### src/rtl/uart_tx_sequencer.sv
// UART transmit sequencer: accepts a byte via valid/ready and serializes start, data (LSB first), optional parity, stop.
// Optional even-parity bit is compiled in when UART_TX_PARITY_EN is defined.
module uart_tx_sequencer #(
    parameter int unsigned DATA_WIDTH = 8,
    parameter int unsigned CNT_W      = 16
) (
    input  logic                  clk,
    input  logic                  rst,
    input  logic [CNT_W-1:0]      baud_div,
    input  logic                  tx_valid,
    input  logic [DATA_WIDTH-1:0] tx_data,
    output logic                  tx_ready,
    output logic                  tx,
    output logic                  busy,
    output logic                  done
);

    localparam int unsigned BIT_W = (DATA_WIDTH > 1) ? $clog2(DATA_WIDTH) : 1;

`ifdef UART_TX_PARITY_EN
    typedef enum logic [2:0] {IDLE, START, DATA, PARITY, STOP} state_t;
`else
    typedef enum logic [1:0] {IDLE, START, DATA, STOP} state_t;
`endif

    state_t                state_q;
    state_t                state_d;
    logic [CNT_W-1:0]      cnt_r;
    logic [CNT_W-1:0]      cnt_d;
    logic [CNT_W-1:0]      div_r;
    logic [CNT_W-1:0]      div_d;
    logic [BIT_W-1:0]      bit_cnt;
    logic [BIT_W-1:0]      bit_cnt_d;
    logic [DATA_WIDTH-1:0] shift_r;
    logic [DATA_WIDTH-1:0] shift_d;
    logic                  tx_d;
    logic                  done_d;
    logic                  ready_d;
    logic                  tick_c;
`ifdef UART_TX_PARITY_EN
    logic                  par_r;
    logic                  par_d;
`endif

    assign tick_c = (cnt_r == (div_r - CNT_W'(1)));

    // State and datapath registers; outputs are flopped from their next values.
    always_ff @(posedge clk) begin
        if (rst) begin
            state_q  <= IDLE;
            cnt_r    <= '0;
            div_r    <= CNT_W'(1);
            bit_cnt  <= '0;
            shift_r  <= '0;
            tx       <= 1'b1;
            tx_ready <= 1'b1;
            busy     <= 1'b0;
            done     <= 1'b0;
`ifdef UART_TX_PARITY_EN
            par_r    <= 1'b0;
`endif
        end else begin
            state_q  <= state_d;
            cnt_r    <= cnt_d;
            div_r    <= div_d;
            bit_cnt  <= bit_cnt_d;
            shift_r  <= shift_d;
            tx       <= tx_d;
            tx_ready <= ready_d;
            busy     <= ~ready_d;
            done     <= done_d;
`ifdef UART_TX_PARITY_EN
            par_r    <= par_d;
`endif
        end
    end

    // Next-state, datapath and output decode.
    always_comb begin
        state_d   = state_q;
        div_d     = div_r;
        bit_cnt_d = bit_cnt;
        shift_d   = shift_r;
        done_d    = 1'b0;
        cnt_d     = '0;
        tx_d      = 1'b1;
        ready_d   = 1'b0;
`ifdef UART_TX_PARITY_EN
        par_d     = par_r;
`endif

        case (state_q)
            IDLE: begin
                if (tx_valid) begin
                    shift_d   = tx_data;
                    div_d     = (baud_div == '0) ? CNT_W'(1) : baud_div;
                    bit_cnt_d = '0;
`ifdef UART_TX_PARITY_EN
                    par_d     = ^tx_data;
`endif
                    state_d   = START;
                end
            end
            START: begin
                if (tick_c) state_d = DATA;
            end
            DATA: begin
                if (tick_c) begin
                    shift_d   = shift_r >> 1;
                    bit_cnt_d = bit_cnt + BIT_W'(1);
                    if (bit_cnt == BIT_W'(DATA_WIDTH - 1)) begin
`ifdef UART_TX_PARITY_EN
                        state_d = PARITY;
`else
                        state_d = STOP;
`endif
                    end
                end
            end
`ifdef UART_TX_PARITY_EN
            PARITY: begin
                if (tick_c) state_d = STOP;
            end
`endif
            STOP: begin
                if (tick_c) begin
                    state_d = IDLE;
                    done_d  = 1'b1;
                end
            end
            default: state_d = IDLE;
        endcase

        // Bit-period counter restarts on every state change and whenever a period elapses.
        if ((state_q != IDLE) && (state_d == state_q) && !tick_c) begin
            cnt_d = cnt_r + CNT_W'(1);
        end

        case (state_d)
            IDLE:    tx_d = 1'b1;
            START:   tx_d = 1'b0;
            DATA:    tx_d = shift_d[0];
`ifdef UART_TX_PARITY_EN
            PARITY:  tx_d = par_d;
`endif
            STOP:    tx_d = 1'b1;
            default: tx_d = 1'b1;
        endcase

        ready_d = (state_d == IDLE);
    end

endmodule

### config.mk
export PLATFORM = sky130hd
export DESIGN_NAME = uart_tx_sequencer
export DESIGN_NICKNAME = d
export VERILOG_FILES = /design/src/rtl/uart_tx_sequencer.sv
export SDC_FILE = /design/constraint.sdc
export NUM_CORES = 1
export LEC_CHECK = 0
export BUFFER_PORTS_ARGS = -buffer_cell sky130_fd_sc_hd__buf_2
export CAP_MARGIN = 10
export CORE_ASPECT_RATIO = 0.7
export CORE_UTILIZATION = 58
export DETAILED_ROUTE_END_ITERATION = 10
export GPL_TIMING_DRIVEN = 1
export HOLD_SLACK_MARGIN = 0.05
export PLACE_DENSITY = 0.79
export SLEW_MARGIN = 25
export SYNTH_ARGS = -nofsm -noshare
export SYNTH_HDL_FRONTEND = slang
export SYNTH_SLANG_ARGS = --single-unit
### constraint.sdc
create_clock -name clk -period 4.6 [get_ports clk]
set_input_delay 0.92 -clock clk [delete_from_list [all_inputs] [get_ports clk]]
set_output_delay 0.92 -clock clk [all_outputs]
set_load 0.05 [all_outputs]
# Word-level counts from Yosys, hierarchy flattened
# Cells that the tools add are included.
word_totals:
  mem_bits_rw: 0
  word_cells: 55
  mem_bits_ro: 0
  reg_bits: 49
  output_inout_bits: 4
  n_memories: 0
  latchBits: 0
classes:
  n_addsub: 3
  div_mod_pow: 0
  n_bitwise: 3
  n_shift: 0
  order_cmp: 0
  eq_ne: 11
  n_reduce_logical: 13
  multipliers: 0
  muxes: 15
ops:
  columns: ["cell", "count"]
  rows:
  - ["adder 16 x 1 -> 16 bit (second input constant)", 1]
  - ["== test 16 bit", 1]
  - ["zero test 16 bit", 1]
  - ["two-way mux 16 bit", 1]
  - ["two-way mux 8 bit", 2]
  - ["case mux 8 bit (2 select lines)", 1]
  - ["subtractor 16 x 1 -> 16 bit (second input constant)", 1]
  - ["two-way mux 2 bit", 5]
  - ["== test 2 bit (second input constant)", 4]
  - ["case mux 2 bit (4 select lines)", 1]
  - ["two-way mux 3 bit", 2]
  - ["case mux 3 bit (2 select lines)", 1]
  - ["OR reduction 2 bit", 3]
  - ["== test 2 x 1 -> 1 bit (second input constant)", 2]
  - ["zero test 2 bit", 2]
  - ["inequality test 2 bit (second input constant)", 2]
  - ["nonzero test 2 bit", 2]
  - ["adder 3 x 1 -> 3 bit (second input constant)", 1]
  - ["== test 3 bit (second input constant)", 1]
  - ["inverter 1 bit", 3]
  - ["case mux 1 bit (3 select lines)", 1]
  - ["AND reduction 3 bit", 1]
  - ["== test 2 bit", 1]
  - ["logical AND 1 bit", 2]
  - ["other kinds (3)", 3]

# Depth between registers and ports, before layout
logic_depth:
  depth_word: 9
  depth_mapped: 16
  mapped_depth_nobuf: 14

# Least setup slack after synthesis
# OpenSTA, ideal clock, no wires.
synth_timing:
  path_kind: "reg2reg"
  from: "register div_r[0]"
  to: "register tx"
  arrival_ps: 3173
  path_buffers: 2
  path_stages_with_launch: 15
  synth_period_minus_slack_ps: 3289
  setup_slack_ps: 1311
  cell_sequence: "dfxtp_1 -> clkbuf_1 -> inv_1 -> ha_1 -> or4b_1 -> buf_2 -> a2111oi_2 -> a31oi_1 -> o32ai_2 -> nand4b_1 -> or3_4 -> xnor2_2 -> ha_1 -> a21o_1 -> a31o_2"
synth_between:
  elab_chain_len: 7
  elab_cells_between_ends: 14
synth_rtl:
  columns: ["element", "line_no", "text"]
  rows:
  - ["start: declaration", "30", "logic [CNT_W-1:0] div_r;"]
  - ["start signal: assignment", "65", "div_r <= div_d;"]
  - ["subtractor 16 x 1 -> 16 bit (*)", "45", "assign tick_c = (cnt_r == (div_r - CNT_W'(1)));"]
  - ["== test 16 bit (*)", "45", null]
  - ["two-way mux 2 bit (on tied branches)", "126, 105, 108", null]
  - ["case mux 2 bit (4 select lines) (*)", "92", "case (state_q)"]
  - ["net state_d[1]", "27", "state_t state_d;"]
  - ["== test 2 bit / zero test 2 bit (equally long branches)", "139", "case (state_d)"]
  - ["OR reduction 2 bit (no line)", null, null]
  - ["case mux 1 bit (3 select lines) (*)", "139", null]
  - ["end signal: assignment", "68", "tx <= tx_d;"]
  - ["end: declaration", "13", "output logic tx,"]
# Mark *: on every way through the listed nets, which the timed path passes. The rest lies on a longest branch. The select of a mux whose other input is x is not followed.
# A chain may end at the register's enable or synchronous reset.

# Worst setup path after layout
# Same ends and word-level chain as after synthesis.

==> impl_metrics.env <==
export IMPL_antennaDiodeCount=0
export IMPL_holdBufCountCts=0
export IMPL_synth_warnings=0
export IMPL_ys_types=61
export IMPL_fin_crit_ns=3.56
export IMPL_synth_most_common_cell="nand2_1"
export IMPL_critPathLaunchType="flop"
export IMPL_die_h_um=59.9
export IMPL_tns_ns=0
export IMPL_fillers=391
export IMPL_p_comb_frac=0.188
export IMPL_path_clk_slew_ns=0.10
export IMPL_drc=0
export IMPL_grt_usage=0.268
export IMPL_wl_um=6270
export IMPL_setup_viol=0
export IMPL_power_density_nw_per_um2=325
export IMPL_grt_pass1_vias=2129
export IMPL_holdWs_ns=0.483
export IMPL_drv_cap=0
export IMPL_ir_worst_vdd_v=0.000169
export IMPL_p_clk_frac=0.334
export IMPL_register_area_um2=981
export IMPL_ys_async_sr_fraction=0
export IMPL_slew_headroom=0.403
export IMPL_grt_antenna_before_repair=0
export IMPL_power_leakage_nw=1.13
export IMPL_setup_slack_ns=1.04
export IMPL_worst_path_max_fanout=7
export IMPL_fmax_ghz=0.281
export IMPL_die_w_um=84.8
export IMPL_outcome="completed"
export IMPL_start_util=0.621
export IMPL_p_seq_frac=0.478
export IMPL_clock_path_buffers=2
export IMPL_synth_cells=341
export IMPL_grt_remaining_overflow=0
export IMPL_wl_per_cell_um=15.1
export IMPL_clock_sinks=49
export IMPL_synth_area_um2=2780
export IMPL_yosysSeqAreaShare=0.353
export IMPL_internal_power_mw=0.680
export IMPL_endpoint_kind="flop"
export IMPL_cts_resized_gates=0
export IMPL_grt_setup_unrepaired="false"
export IMPL_critPathKind="reg2reg"
export IMPL_ys_ff_latch=49
export IMPL_timing_final_crit_share=0.773
export IMPL_first_pass_iters=5
export IMPL_hp_class="reg2reg"
export IMPL_tightest_slew_ns=0.894
export IMPL_clk_latency_ns=0.31
export IMPL_hold_viol_final=0
export IMPL_synth_top_area_frac=0.353
export IMPL_gp_congestion=0.917
export IMPL_multi_input_area_um2=1650
export IMPL_core_rowCount=20
export IMPL_clock_skew_ns=0.00456
export IMPL_clock_root_buffer="clkbuf_8"
export IMPL_swShare=0.304
export IMPL_ys_flop_type="dfxtp_1"
export IMPL_post_place_ws_ns=1.12
export IMPL_synth_top_area_cell="dfxtp_1"
export IMPL_grt_pass1_wl_um=10400
export IMPL_cp_data_arrival_time_ns=3.78
export IMPL_drive_gt1_frac=0.153
export IMPL_antenna_left=0
export IMPL_cts_tree="built"
export IMPL_htree_levels=2
export IMPL_dp_hpwl_um=4630
export IMPL_synthTopCellsByCount="nand2_1 (61), dfxtp_1 (49), nor2_1 (31)"
export IMPL_numPortBuffers=30
export IMPL_route_detailed_vias_per_inst=5.99
export IMPL_power_switching_mw=0.297
export IMPL_drtIter0Drc=186
export IMPL_dieArea_um2=5080
export IMPL_layout_nets=392
export IMPL_grt_max_degree=34
export IMPL_syn_area_per_cell_um2=8.16
export IMPL_synth_edf_count=0
export IMPL_slowest_stage="or4b_1"
export IMPL_core_area_um2=4480
export IMPL_via_count=2478
export IMPL_syn_nets=375
export IMPL_slowest_delay_ns=0.62
export IMPL_crit_chain="inv_1 > ha_1 > or4b_1 > a2111oi_2 > a31oi_1 > o32ai_2 > nand4b_1 > or3_4 > xnor2_2 > inv_2 > ha_1 > inv_1 > a21o_1 > a31o_2"
export IMPL_post_cts_buffers=0
export IMPL_numCtsBuffers=5
export IMPL_area_delta_synth_final_pct=8.14
export IMPL_slew_viol_final=0
export IMPL_required_ns=4.82
export IMPL_synth_area_leaders="dfxtp_1 (35%), nand2_1 (8.2%), xnor2_1 (5.4%)"
export IMPL_num_io_pins=31
[sequential cells by signal, summed over array words and instances (netlist names)]
name / flops
cnt_r: 16
busy: 1
bit_cnt: 3
div_r: 16
tx_ready: 1
state_q: 2
done: 1
shift_r: 8
tx: 1
[layout by cell type (no fill, tap or decap), types with 2 or more instances in the layout]
cell / netlist / final
o31a_1: 2 / 2
nor4_4: 2 / 2
xor2_1: 16 / 16
nand3b_1: 9 / 9
o21ai_0: 5 / 5
o31ai_1: 2 / 2
clkbuf_8: 0 / 5
a211o_1: 3 / 3
nor2_1: 31 / 31
nand3_1: 14 / 14
buf_2: 4 / 30
nor2b_1: 2 / 2
nor4b_1: 3 / 3
or2_2: 2 / 2
or3_1: 2 / 2
a21oi_1: 21 / 21
xnor2_1: 17 / 17
ha_1: 7 / 7
and3_1: 3 / 3
a41oi_1: 3 / 3
nor3_1: 7 / 7
dfxtp_1: 49 / 49
a31oi_1: 7 / 7
inv_1: 11 / 11
nand2_1: 61 / 61
nor4_1: 4 / 4
nand4_1: 5 / 5
nand4b_1: 2 / 2
[final cells by class]
cell class | instances | share of cell area
Clock buffer | 5 | 0.0229
Clock inverter | 3 | 0.0162
Inverter | 12 | 0.0150
Multi-Input combinational cell | 260 | 0.547
Sequential cell | 49 | 0.326
Tap cell | 55 | 0.0229
Timing Repair Buffer | 30 | 0.0499
[path summary, 6_finish.rpt]
kind,start,endpoint,slack [ns],cells past startpoint
worst max-delay path,div_r[0],tx,1.04,14
worst min register to register,shift_r[4],shift_r[3],0.48,2
worst min-delay path,shift_r[4],shift_r[3],0.48,2
worst max register to register,div_r[0],tx,1.04,14
[stage by stage]
step | instance area [µm²] | cells | util | total power [mW]
6_report | 3010 | 414 | 0.672 | 0.976
5_1_grt | 3010 | 414 | 0.672 | 1.02
4_1_cts | 3010 | 414 | 0.672 | 0.976
3_5_place_dp | 2890 | 406 | 0.645 | 0.656
3_3_place_gp | 2890 | 406 | 0.645 | 0.652
2_1_floorplan | 2780 | 341 | - | 0.612
[layer usage]
| layer | vias to the layer above | share of wire | track usage |
|---|---|---|---|
| met4 | 0 | 0.011 | 0.0751 |
| li1 | 1228 | - | - |
| met3 | 10 | 0.076 | 0.0635 |
| met2 | 89 | 0.42 | 0.404 |
| met5 | - | 0 | 0 |
| met1 | 1151 | 0.49 | 0.384 |
[power by group through the flow]
| stage | combinational [mW] | sequential [mW] | clock, mW |
|---|---|---|---|
| 6_report | 0.184 | 0.467 | 0.326 |
| 5_1_grt | 0.200 | 0.470 | 0.345 |
| 4_1_cts | 0.181 | 0.466 | 0.329 |
| 3_5_place_dp | 0.180 | 0.476 | 0 |
| 3_3_place_gp | 0.176 | 0.476 | 0 |
| 2_1_floorplan | 0.137 | 0.475 | 0 |
[critical path, delay by kind of cell (launching register included)]
family | cells | cell delay [ns]
buffers and inverters | 3 | 0.22
AO/OA/AOI/OAI | 5 | 1.07
flip-flops | 1 | 0.39
AND/OR/NAND/NOR | 3 | 1.21
adder cells (fa/ha/maj) | 2 | 0.42
XOR/XNOR | 1 | 0.16
[kinds of logic (layout without fill, tap and decap cells)]
group                    after synthesis  count (layout)  synth area share
XOR/XNOR                              34              34             0.110
AO/OA/AOI/OAI                         59              59             0.148
multiplexers                           2               2           0.00765
buffers and inverters                 32              50            0.0558
AND/OR/NAND/NOR                      158             158             0.295
flip-flops                            49              49             0.353
adder cells (fa/ha/maj)                7               7            0.0315
Power figures use the tool's default switching activity.
